`src/rtl/muldiv_pkg.sv`:
```
`default_nettype none
// +--------------------------------------------------------------------+
// | muldiv_pkg: opcode and FSM state types for the mul/div controller  |
// | Rev 1.0                                                            |
// +--------------------------------------------------------------------+
package muldiv_pkg;

  typedef enum logic [2:0] {
    OP_NONE = 3'd0,
    OP_MULT = 3'd1,
    OP_DIV  = 3'd2,
    OP_MTHI = 3'd3,
    OP_MTLO = 3'd4
  } muldiv_op_t;

  typedef enum logic [1:0] {
    ST_IDLE  = 2'd0,
    ST_START = 2'd1,
    ST_BUSY  = 2'd2,
    ST_HOLD  = 2'd3
  } muldiv_state_t;

  function automatic logic is_engine_op(input muldiv_op_t op);
    return (op == OP_MULT) || (op == OP_DIV);
  endfunction

endpackage
`default_nettype wire

```
`src/rtl/hilo_regs.sv`:
```
`default_nettype none
// +--------------------------------------------------------------------+
// | hilo_regs: architectural HI/LO with retire-commit and MT writes    |
// | Rev 1.0                                                            |
// +--------------------------------------------------------------------+
module hilo_regs #(
  parameter int WIDTH = 32
) (
  input  logic             clk,
  input  logic             rst,
  input  logic             commit,
  input  logic [WIDTH-1:0] commit_hi,
  input  logic [WIDTH-1:0] commit_lo,
  input  logic             mthi_we,
  input  logic             mtlo_we,
  input  logic [WIDTH-1:0] mt_data,
  output logic [WIDTH-1:0] hi,
  output logic [WIDTH-1:0] lo
);

  // commit only happens in HOLD and MT writes only in IDLE, so they never collide
  always_ff @(posedge clk) begin
    if (rst) begin
      hi <= '0;
      lo <= '0;
    end else if (commit) begin
      hi <= commit_hi;
      lo <= commit_lo;
    end else begin
      if (mthi_we) hi <= mt_data;
      if (mtlo_we) lo <= mt_data;
    end
  end

endmodule
`default_nettype wire

```
`src/rtl/muldiv_ctrl.sv`:
```
`default_nettype none
// +--------------------------------------------------------------------+
// | muldiv_ctrl: issue/commit control for the iterative mul/div engine |
// | Rev 1.0                                                            |
// +--------------------------------------------------------------------+
module muldiv_ctrl
  import muldiv_pkg::*;
#(
  parameter int WIDTH = 32
) (
  input  logic             clk,
  input  logic             rst,
  input  logic             op_valid,
  input  muldiv_op_t       op,
  input  logic             op_sign,
  input  logic [WIDTH-1:0] src_a,
  input  logic [WIDTH-1:0] src_b,
  input  logic             flush,
  input  logic             reg_stall,
  output logic             ctrl_stall,
  output logic             eng_start,
  output logic             eng_is_div,
  output logic             eng_sign,
  output logic [WIDTH-1:0] eng_a,
  output logic [WIDTH-1:0] eng_b,
  output logic             eng_abort,
  input  logic             eng_done,
  input  logic [WIDTH-1:0] eng_hi,
  input  logic [WIDTH-1:0] eng_lo,
  output logic [WIDTH-1:0] hi,
  output logic [WIDTH-1:0] lo
);

  muldiv_state_t    r_state;
  logic [WIDTH-1:0] r_pending_hi;
  logic [WIDTH-1:0] r_pending_lo;

  logic w_idle;
  logic w_issue;
  logic w_div0;
  logic w_mt_ok;
  logic w_commit;

  assign w_idle   = (r_state == ST_IDLE);
  assign w_issue  = w_idle && op_valid && is_engine_op(op) && !flush;
  assign w_div0   = (op == OP_DIV) && (src_b == '0);
  assign w_mt_ok  = w_idle && op_valid && !reg_stall && !flush;
  assign w_commit = (r_state == ST_HOLD) && !reg_stall && !flush;

  // Stall starts in the issue cycle so EX holds the instruction until HOLD
  assign ctrl_stall = w_issue || (r_state == ST_START) || (r_state == ST_BUSY);

  always_ff @(posedge clk) begin
    if (rst) begin
      r_state      <= ST_IDLE;
      r_pending_hi <= '0;
      r_pending_lo <= '0;
      eng_a        <= '0;
      eng_b        <= '0;
      eng_sign     <= 1'b0;
      eng_is_div   <= 1'b0;
      eng_start    <= 1'b0;
      eng_abort    <= 1'b0;
    end else begin
      eng_start <= 1'b0;
      eng_abort <= 1'b0;
      case (r_state)
        ST_IDLE: begin
          if (w_issue) begin
            eng_a      <= src_a;
            eng_b      <= src_b;
            eng_sign   <= op_sign;
            eng_is_div <= (op == OP_DIV);
            // Divide by zero bypasses the engine with a fixed result
            if (w_div0) begin
              r_pending_hi <= src_a;
              r_pending_lo <= '1;
              r_state      <= ST_HOLD;
            end else begin
              eng_start <= 1'b1;
              r_state   <= ST_START;
            end
          end
        end
        ST_START: begin
          if (flush) begin
            eng_abort <= 1'b1;
            r_state   <= ST_IDLE;
          end else begin
            r_state <= ST_BUSY;
          end
        end
        ST_BUSY: begin
          if (flush) begin
            eng_abort <= 1'b1;
            r_state   <= ST_IDLE;
          end else if (eng_done) begin
            r_pending_hi <= eng_hi;
            r_pending_lo <= eng_lo;
            r_state      <= ST_HOLD;
          end
        end
        ST_HOLD: begin
          if (flush || !reg_stall) r_state <= ST_IDLE;
        end
        default: r_state <= ST_IDLE;
      endcase
    end
  end

  hilo_regs #(
    .WIDTH(WIDTH)
  ) u_hilo (
    .clk      (clk),
    .rst      (rst),
    .commit   (w_commit),
    .commit_hi(r_pending_hi),
    .commit_lo(r_pending_lo),
    .mthi_we  (w_mt_ok && (op == OP_MTHI)),
    .mtlo_we  (w_mt_ok && (op == OP_MTLO)),
    .mt_data  (src_a),
    .hi       (hi),
    .lo       (lo)
  );

endmodule
`default_nettype wire
```
`config.mk`:
```
export PLATFORM = sky130hd
export DESIGN_NAME = muldiv_ctrl
export DESIGN_NICKNAME = d
export VERILOG_FILES = /design/src/rtl/muldiv_pkg.sv /design/src/rtl/hilo_regs.sv /design/src/rtl/muldiv_ctrl.sv
export SDC_FILE = /design/constraint.sdc
export NUM_CORES = 1
export LEC_CHECK = 0
export BUFFER_PORTS_ARGS = -buffer_cell sky130_fd_sc_hd__buf_2
export CORE_MARGIN = 3
export CORE_UTILIZATION = 56
export DETAILED_ROUTE_END_ITERATION = 12
export PLACE_DENSITY = 0.93
export SYNTH_ARGS = -nofsm -noshare
export SYNTH_HDL_FRONTEND = slang
export SYNTH_HIERARCHICAL = 1
export SYNTH_SLANG_ARGS = --single-unit
```
`constraint.sdc`:
```
create_clock -name clk -period 5.26 [get_ports clk]
set_input_delay 1.578 -clock clk [delete_from_list [all_inputs] [get_ports clk]]
set_output_delay 1.578 -clock clk [all_outputs]
set_load 0.01 [all_outputs]
```
# After elaboration in Yosys (flattened, before gate mapping)
# Cells that the tools add are included.
# Widths: inputs -> output; s select.
classes:
  n_eq_ne: 13
  n_mux: 23
  n_bitwise: 3
  n_reduce_logical: 27
ops:
  columns: ["op", "n"]
  rows:
  - ["$mux 32", 12]
  - ["$pmux 32 s2", 2]
  - ["$logic_not 32->1", 1]
  - ["$mux 2", 6]
  - ["$logic_and 1x1->1", 10]
  - ["$pmux 2 s4", 1]
  - ["$eq 3x2->1 const B", 2]
  - ["$ne 2x1->1 const B", 3]
  - ["$reduce_bool 2->1", 3]
  - ["$reduce_and 5->1", 1]
  - ["$eq 2x2->1 const B", 2]
  - ["$logic_or 1x1->1", 4]
  - ["$ne 2x2->1 const B", 2]
  - ["$reduce_or 2->1", 2]
  - ["$eq 3x1->1 const B", 1]
  - ["$eq 3x3->1 const B", 1]
  - ["$ne 3x3->1 const B", 1]
  - ["$not 1->1", 3]
  - ["$reduce_and 3->1", 1]
  - ["$reduce_or 3->1", 1]
  - ["$eq 2x1->1 const B", 1]
  - ["$logic_not 1->1", 2]
  - ["$logic_not 2->1", 1]
  - ["$mux 1", 2]
  - ["$reduce_and 2->1", 1]
word_totals:
  ff_bits: 198
  output_inout_bits: 133
  wordCells: 77

# Depth between registers and ports, before layout
# Gate-level depths: netlist of run 1.
logic_depth:
  word_depth: 7
  depth_mapped: 8
  ltp_nobuf: 7

# By module
# The synthesis of run 1 kept the hierarchy.
by_module_without_submodules:
  columns: ["module", "n_inst", "cells_per_inst", "area_per_inst_um2"]
  rows:
  - ["muldiv_ctrl", 1, 555, 5661.7]
  - ["hilo_regs", 1, 285, 3229.3]

# Worst setup path before layout of run 1
# Ideal clock, no wire load.
synth_timing:
  kind: "input port to output port"
  start: "input port flush"
  end: "output port ctrl_stall"
  arrival_time_ps: 2368
  setup_slack_ps: 1314
  stages: 4
  path_cell_list: "and4bb_2 -> nand2_1 -> clkbuf_1 -> nand2_1"
synth_between:
  elab_chain_cells: 4
synth_lines:
  columns: ["element", "line_no", "text"]
  rows:
  - ["start, declared", "muldiv_ctrl.sv:18", "input logic flush,"]
  - ["$logic_not 1->1", "muldiv_ctrl.sv:45", "assign w_issue = w_idle && op_valid && is_engine_op(op) && !flush;"]
  - ["$logic_and 1x1->1", "muldiv_ctrl.sv:45", null]
  - ["$logic_or 1x1->1 (2 in series)", "muldiv_ctrl.sv:51", "assign ctrl_stall = w_issue || (r_state == ST_START) || (r_state == ST_BUSY);"]
  - ["end, declared", "muldiv_ctrl.sv:20", "output logic ctrl_stall,"]
# Every way passes these cells.

# Final worst setup path of run 1
# Ends and elaborated chain as after synthesis.

==> summary.log, run 1 <==
[clock_network] CTS tree done
[job] MaxCap Viol Count 0
[power] Pint 2.624 mW
[global_route] met1 usage in global routing 31.01%
[global_route] met2 Use GR 45.67%
[power] worst supply voltage drop on vdd 0.2502 mV
[layout] count of inserted antenna diode cells 0
[clock_network] clock latency reported for the late side of the worst-skew pair 0.43 ns
[clock_network] Resized Gates After CTS 0
[drt] vias per cell 5.509
[synth] distinct cell type count after synthesis 38
[placed_design] Placer Congestion 0.8051
[power] cell leakage power 4.299 nW
[hold_path] WHS Endpoint eng_b[12]
[synth] Syn. warnings 6
[clock_network] clock transition at the registers of the reported paths 0.07 ns
[sta] unrepaired setup endpoints after global routing no
[synth] syn nets 983
[power] switching power 1.027 mW
[clock_network] number of CTS-inserted buffers 17
[sta] final setup violating endpoints 0
[global_route] GR peak layer met2
[hold_path] hold_sp eng_b[12]
[critical_path] crit path DAT 2.41 ns
[clock_network] total number of H-tree levels 4
[critical_path] worst r2r dst r_pending_hi[31]
[floorplanning] core outline area 15370 sq um
[global_route] global routing usage summed across all routing layers 26.04%
[clock_network] CTS sink count 198
[sta] Worst Hold Slack 0.4511 ns
[global_route] initial antenna violation count 2
[floorplanning] number of top-level design ports 271
[synth] Synth async-reset ratio 0%
[synth] largest cells by area after synthesis sky130_fd_sc_hd__dfxtp_1 (45%), sky130_fd_sc_hd__mux2i_1 (11%), sky130_fd_sc_hd__o2bb2ai_2 (10%)
[clock_network] clock tree root driver cell sky130_fd_sc_hd__clkbuf_16
[sta] Final Cycle Share 75.82%
[synth] portion of synthesized cell area occupied by the leading cell type 44.58%
[drt] violation count after the first detailed-routing iteration 332
[sta] max frequency 250.7 MHz
[placed_design] count of input and output buffers 270
[critical_path] required arrival time at the worst endpoint 3.68 ns
[synth] average size of a mapped cell 10.58 sq um
[clock_network] Post-CTS Setup Inserts 0
[sta] Fin Setup TNS 0 ns
[drt] router iterations before antenna repair 5
[synth] Most used DFF post-synth sky130_fd_sc_hd__dfxtp_1
[hold_path] worst min path class reg -> reg
[layout] # nets final 1214
[global_route] largest net degree at the start of global routing 72
[clock_network] number of hold-repair buffers added at the cts stage 0
[floorplanning] die height 132.0 microns
[critical_path] Worst R2R Path Depth 8
[floorplanning] die width 132.0 microns
[layout] Area Overhead vs Synth 20.57%
[drt] routed via count 7134
[synth] gate count of the mapped netlist 840
[power] power density over cell area 340.6 nW/um^2
[drt] detailed-route wire length per cell 17.94 microns
[power] combinational power share 20.0%
[drt] Routed WL 23230 microns
[sta] number of pins exceeding their max-slew limit in the final report 0
[global_route] wire length of the first global-routing pass 37200 microns
[critical_path] Critical Setup Path Class in -> out
[power] fraction of power consumed by the clock network 35.5%
[synth] EDFF count, synth 0
[sta] number of failing hold endpoints at the final stage 0
[floorplanning] initial cell density of the core 57.84%
[critical_path] minimum setup slack among reg-to-reg paths 1.82 ns
[sta] remaining max-slew budget at the tightest pin 23.19%
[floorplanning] row count 45
[placed_design] half-perimeter wire length after detailed placement 15500 microns
[global_route] met3 Track Usage GR 6.641%
[global_route] sum of overflow across all layers after global routing 0
[drt] Antenna Violating Nets Remaining 0
[layout] fillers 1118
[hold_path] depth of the worst hold-timing path 2
[critical_path] critical path fanouts, max 7
[synth] Post-Synthesis Cell Area 8891 sq um
[synth] number of storage elements in the synthesis netlist 198
[critical_path] nature of the critical path startpoint input pin
[synth] cell type contributing the most total cell area after synthesis sky130_fd_sc_hd__dfxtp_1
[run_status] outcome finished, final reports clean
[floorplanning] total die area 17430 sq um
[synth] proportion of synthesized chip area in sequential cells 44.58%
[layout] ratio of cells with drive above 1 in the final layout 39.30%
[drt] DRC violation count after routing 0
[power] sw frac 28.14%
[power] sequential power share 44.4%
[global_route] vias in the first global route 7293
[sta] transition time at the pin with the least slew margin 1.152 ns
[sta] minimum period implied by the final worst setup slack 3.988 ns
[critical_path] Setup crit end kind output port
[sta] Clock Skews 0.01366 ns
[clock_network] clk buf depth 2
[critical_path] launch point of the worst reg-to-reg path r_state[0]
how the worst max path moves through the flow:
| stage | cells after the start | from | slack, ns | to |
|---|---|---|---|---|
| floorplan | 4 | flush | 1.31 | ctrl_stall |
| global placement | 5 | flush | 1.33 | ctrl_stall |
| detailed placement | 5 | flush | 1.31 | ctrl_stall |
| CTS | 5 | flush | 1.27 | ctrl_stall |
| global route | 5 | flush | 1.23 | ctrl_stall |
| finish | 5 | flush | 1.27 | ctrl_stall |
critical path: stages:
cell	delay [ns]
sky130_fd_sc_hd__buf_2	0.14
sky130_fd_sc_hd__and4bb_2	0.38
sky130_fd_sc_hd__nand2_2	0.08
sky130_fd_sc_hd__nand2_1	0.09
sky130_fd_sc_hd__buf_2	0.15
state kept, by name (all words and copies together) (netlist names):
register / cells
eng_a: 32
eng_b: 32
r_pending_hi: 32
r_pending_lo: 32
u_hilo/hi: 32
u_hilo/lo: 32
r_state: 2
eng_abort: 1
eng_is_div: 1
eng_sign: 1
eng_start: 1
metal layers:
metal	part of all wire, %	wire length [microns]
met4	2.3	540
met5	0.10	24
met1	41	9450
met2	50	11640
met3	6.8	1576
power groups by stage:
stage / Sequential, mW / Combinational (mW) / Clock (mW)
after floorplan: 1.67 / 0.490 / 0
after detailed placement: 1.65 / 0.729 / 0
final: 1.62 / 0.731 / 1.30
after CTS: 1.62 / 0.736 / 1.32
after global routing: 1.63 / 0.793 / 1.38
after global placement: 1.65 / 0.705 / 0
cells in the mapped netlist (2+ instances only):
| library cell | count |
|---|---|
| sky130_fd_sc_hd__dfxtp_1 | 198 |
| sky130_fd_sc_hd__nand2_1 | 135 |
| sky130_fd_sc_hd__nor2b_1 | 98 |
| sky130_fd_sc_hd__mux2i_1 | 96 |
| sky130_fd_sc_hd__a21oi_1 | 67 |
| sky130_fd_sc_hd__o2bb2ai_2 | 60 |
| sky130_fd_sc_hd__a211oi_2 | 38 |
| sky130_fd_sc_hd__a211oi_1 | 29 |
| sky130_fd_sc_hd__clkbuf_1 | 26 |
| sky130_fd_sc_hd__buf_2 | 21 |
| sky130_fd_sc_hd__buf_6 | 15 |
| sky130_fd_sc_hd__buf_12 | 5 |
| sky130_fd_sc_hd__ha_1 | 5 |
| sky130_fd_sc_hd__nor2_1 | 5 |
| sky130_fd_sc_hd__nor4_1 | 5 |
| sky130_fd_sc_hd__o2bb2ai_1 | 5 |
| sky130_fd_sc_hd__inv_1 | 4 |
| sky130_fd_sc_hd__nor3_1 | 3 |
| sky130_fd_sc_hd__nor4_2 | 3 |
| sky130_fd_sc_hd__and2_1 | 2 |
| sky130_fd_sc_hd__nand4_1 | 2 |
| sky130_fd_sc_hd__nor4_4 | 2 |
layout make-up:
cell class              count  area [sq um]  area share (%)
clock buffers              22         474.2           4.423
clock inverters            10         120.1           1.120
inverters                   5         18.77          0.1751
multi-input cells         568          4443           41.44
flip-flops and latches    198          3964           36.97
well taps                 211         264.0           2.463
repair buffers            281          1436           13.40
cells by family (layout without fill, tap and decap cells):
| logic type | count (synthesis) | in the layout | share of synthesized area [%] |
|---|---|---|---|
| simple gates | 264 | 264 | 15.48 |
| compound gates | 202 | 202 | 22.60 |
| flops | 198 | 198 | 44.58 |
| mux | 96 | 96 | 10.81 |
| buf+inv | 74 | 318 | 5.727 |
| fa+ha+maj | 5 | 5 | 0.7036 |
| xor+xnor | 1 | 1 | 0.09853 |
per-stage QoR:
stage	power [mW]	setup WS (ns)	std cells	utilization [%]	area [sq um]
CTS	3.676	1.272	1295	69.74	10720
global route	3.802	1.230	1295	69.74	10720
floorplan	2.158	1.314	840	-	8891
finish	3.651	1.272	1295	69.74	10720
detailed placement	2.382	1.314	1263	65.88	10130
global placement	2.354	1.328	1263	65.88	10130
cells in the final DEF (no fill, tap or decap), drive strengths merged:
| master | synthesis | final |
|---|---|---|
| buf | 43 | 281 |
| dfxtp | 198 | 198 |
| nand2 | 135 | 135 |
| nor2b | 98 | 98 |
| mux2i | 96 | 96 |
| a21oi | 67 | 67 |
| a211oi | 67 | 67 |
| o2bb2ai | 65 | 65 |
| clkbuf | 26 | 22 |
| nor4 | 10 | 10 |
| inv | 5 | 6 |
| nor2 | 5 | 5 |
| ha | 5 | 5 |
| clkinv | 0 | 5 |
| nor3 | 4 | 4 |
| and2 | 2 | 2 |
| nand4 | 2 | 2 |
| clkinvlp | 0 | 2 |
| bufinv | 0 | 2 |
| and4bb | 1 | 1 |
| and4b | 1 | 1 |
| nand3 | 1 | 1 |
| nor4b | 1 | 1 |
| xor2 | 1 | 1 |
| nor3b | 1 | 1 |
| and3b | 1 | 1 |
| o211ai | 1 | 1 |
| o21ai | 1 | 1 |
| nand2b | 1 | 1 |
| and3 | 1 | 1 |
| a22oi | 1 | 1 |
No activity file was read; power rests on OpenSTA's default activity.
==> run 2: changes to the inputs <==
ABC_AREA = 1   (was default)
CORE_UTILIZATION = 47   (was 56)
PLACE_DENSITY = 0.84   (was 0.93)
clock period = 3.4 ns   (was 5.26 ns; I/O delays follow)
==> run 2 against run 1 <==
Compared with the run above:
- critical path depth grew 1
- power up 77%
- cell count is 41% higher
- via count grew 28%
- clock power rose by 49%
- worst hold slack gained 0.0091 ns
- area after synthesis fell by 0.44%
==> summary.log, run 2 <==
[run_status] outcome finished, final reports clean
[power] power after layout 6.473 mW
[sta] max frequency 352.8 MHz
[floorplanning] initial cell density of the core 48.62%
[synth] average size of a mapped cell 6.495 sq um
[power] power density over cell area 596.7 nW/um^2
[synth] cell type contributing the most total cell area after synthesis sky130_fd_sc_hd__dfxtp_1
[drt] DRC violation count after routing 0
[drt] violation count after the first detailed-routing iteration 745
[critical_path] critical path fanouts, max 42
[floorplanning] die height 143.2 microns
[synth] Syn. warnings 6
[global_route] wire length of the first global-routing pass 41150 microns
[clock_network] number of hold-repair buffers added at the cts stage 0
[clock_network] CTS sink count 198
[synth] portion of synthesized cell area occupied by the leading cell type 44.78%
[power] cell leakage power 5.861 nW
[layout] most frequent cells in the layout sky130_fd_sc_hd__nand2_1 (389), sky130_fd_sc_hd__nor2_1 (270), sky130_fd_sc_hd__buf_2 (270), sky130_fd_sc_hd__dfxtp_1 (198), sky130_fd_sc_hd__nand3_1 (164)
[drt] Antenna Violating Nets Remaining 0
[global_route] sum of overflow across all layers after global routing 0
[power] worst supply voltage drop on vdd 0.4844 mV
[drt] routed via count 9154
[critical_path] Critical Setup Path Class reg -> out
[sta] minimum period implied by the final worst setup slack 2.835 ns
[layout] Area Overhead vs Synth 22.53%
[synth] proportion of synthesized chip area in sequential cells 44.78%
[clock_network] number of CTS-inserted buffers 17
[hold_path] worst min path class reg -> reg
[synth] Post-Synthesis Cell Area 8852 sq um
[global_route] GR peak layer met2
[global_route] met3 Track Usage GR 5.425%
[synth] Most used DFF post-synth sky130_fd_sc_hd__dfxtp_1
[sta] final setup violating endpoints 0
[synth] most frequently used cell type in the post-synthesis netlist sky130_fd_sc_hd__nand2_1
[placed_design] count of input and output buffers 270
[clock_network] total number of H-tree levels 4
[synth] distinct cell type count after synthesis 22
[global_route] initial antenna violation count 1
[synth] EDFF count, synth 0
[sta] transition time at the pin with the least slew margin 1.165 ns
[placed_design] Placer Congestion 0.9168
[clock_network] clock tree root driver cell sky130_fd_sc_hd__clkbuf_16
[sta] Fin Setup TNS 0 ns
[drt] router iterations before antenna repair 5
[clock_network] Resized Gates After CTS 0
[critical_path] crit path DAT 1.81 ns
[critical_path] Setup crit end kind output port
[layout] leading cell type in the layout, fill and taps excluded sky130_fd_sc_hd__nand2_1
[global_route] met1 usage in global routing 33.64%
[floorplanning] core outline area 18210 sq um
[critical_path] nature of the critical path startpoint register
[global_route] met2 Use GR 39.99%
[clock_network] clock latency reported for the late side of the worst-skew pair 0.42 ns
[sta] number of failing hold endpoints at the final stage 0
[drt] vias per cell 5.016
[sta] unrepaired setup endpoints after global routing no
[drt] Routed WL 26410 microns
[drt] detailed-route wire length per cell 14.47 microns
[sta] number of pins exceeding their max-slew limit in the final report 0
[layout] ratio of cells with drive above 1 in the final layout 21.25%
[clock_network] CTS tree done
[floorplanning] total die area 20520 sq um
[clock_network] Post-CTS Setup Inserts 0
[sta] Clock Skews 0.007788 ns
[clock_network] clock transition at the registers of the reported paths 0.07 ns
[global_route] global routing usage summed across all routing layers 24.96%
[synth] number of storage elements in the synthesis netlist 198
[global_route] largest net degree at the start of global routing 65
[placed_design] half-perimeter wire length after detailed placement 18560 microns
[layout] # nets final 1725
[synth] Synth async-reset ratio 0%
[synth] syn nets 1506
[floorplanning] number of top-level design ports 271
[sta] remaining max-slew budget at the tightest pin 22.21%
[synth] largest cells by area after synthesis sky130_fd_sc_hd__dfxtp_1 (45%), sky130_fd_sc_hd__nand2_1 (16%), sky130_fd_sc_hd__nor2_1 (12%)
[clock_network] clk buf depth 2
[critical_path] required arrival time at the worst endpoint 2.38 ns
[global_route] vias in the first global route 8104
[job] MaxCap Viol Count 0
[synth] Synth top cells by count sky130_fd_sc_hd__nand2_1 (389), sky130_fd_sc_hd__nor2_1 (274), sky130_fd_sc_hd__dfxtp_1 (198)
[floorplanning] die width 143.2 microns
[synth] gate count of the mapped netlist 1363
[sta] Final Cycle Share 83.37%
[floorplanning] row count 49
-- run 2: cell types whose count changed in the layout (fill, tap and decap cells not counted), moves of 5 or more --
cell	change
sky130_fd_sc_hd__a211oi_1	-29
sky130_fd_sc_hd__a211oi_2	-38
sky130_fd_sc_hd__a21oi_1	-23
sky130_fd_sc_hd__buf_4	+8
sky130_fd_sc_hd__inv_1	+105
sky130_fd_sc_hd__mux2i_1	-96
sky130_fd_sc_hd__nand2_1	+255
sky130_fd_sc_hd__nand3_1	+163
sky130_fd_sc_hd__nor2_1	+265
sky130_fd_sc_hd__nor2b_1	-98
sky130_fd_sc_hd__nor4_1	-5
sky130_fd_sc_hd__o21ai_0	+74
sky130_fd_sc_hd__o2bb2ai_1	-5
sky130_fd_sc_hd__o2bb2ai_2	-60
-- run 2: per-layer routing --
layer  share of wire [%]  routed length, microns
met5                   0                       0
met4                 2.5                     651
met3                 8.5                    2250
met2                  46                   12090
met1                  43                   11420
-- run 2: logic make-up (layout without fill, tap and decap cells) --
logic type	Yosys count	in the layout	synth area share [%]
simple gates	833	833	37.82
buf+inv	205	437	9.611
flops	198	198	44.78
compound gates	121	121	6.982
fa+ha+maj	5	5	0.7067
xor+xnor	1	1	0.09896
other cells	0	1	0
-- run 2: final timing paths --
path	depth (start not counted)	slack, ns	endpoint	start
hold reg to reg	2	0.46	eng_is_div	eng_is_div
hold / removal	2	0.46	eng_is_div	eng_is_div
setup reg to reg	9	0.90	r_pending_lo[16]	r_state[0]
setup / recovery	6	0.57	ctrl_stall	r_state[0]
-- run 2: final cells by class --
type,count,area [sq um]
fill,1716,7362
multi-input combinational,960,4078
sequential,198,3964
timing repair buffer,291,1521
clock buffer,19,452.9
inverter,114,429.2
tap,229,286.5
clock inverter,13,112.6
antenna,1,2.502
-- run 2: metrics by stage --
stage	worst slack [ns]	cell area, sq um	std cells	hold WS, ns	util (%)
final	0.5654	10850	1825	0.4603	59.57
after global routing	0.4857	10850	1825	0.4820	59.57
after CTS	0.5403	10840	1824	0.4592	59.55
after detailed placement	0.6472	10280	1792	0.4484	56.45
after global placement	0.7244	10280	1792	0.4461	56.45
after floorplan	0.6916	8852	1363	0.4519	-
-- run 2: report_power, final --
group | switching (mW) | internal (mW) | total [mW]
clock | 0.939 | 1.00 | 1.94
sequential | 0.201 | 2.71 | 2.92
combinational | 1.06 | 0.557 | 1.61
total | 2.20 | 4.28 | 6.47
-- run 2: worst max-delay path, stage by stage (launching register included) --
cell and delay, ns:
sky130_fd_sc_hd__dfxtp_1 0.34, sky130_fd_sc_hd__inv_1 0.11, sky130_fd_sc_hd__ha_2 0.19, sky130_fd_sc_hd__buf_4 0.40, sky130_fd_sc_hd__nor2_1 0.12, sky130_fd_sc_hd__nand2_1 0.09, sky130_fd_sc_hd__buf_2 0.13
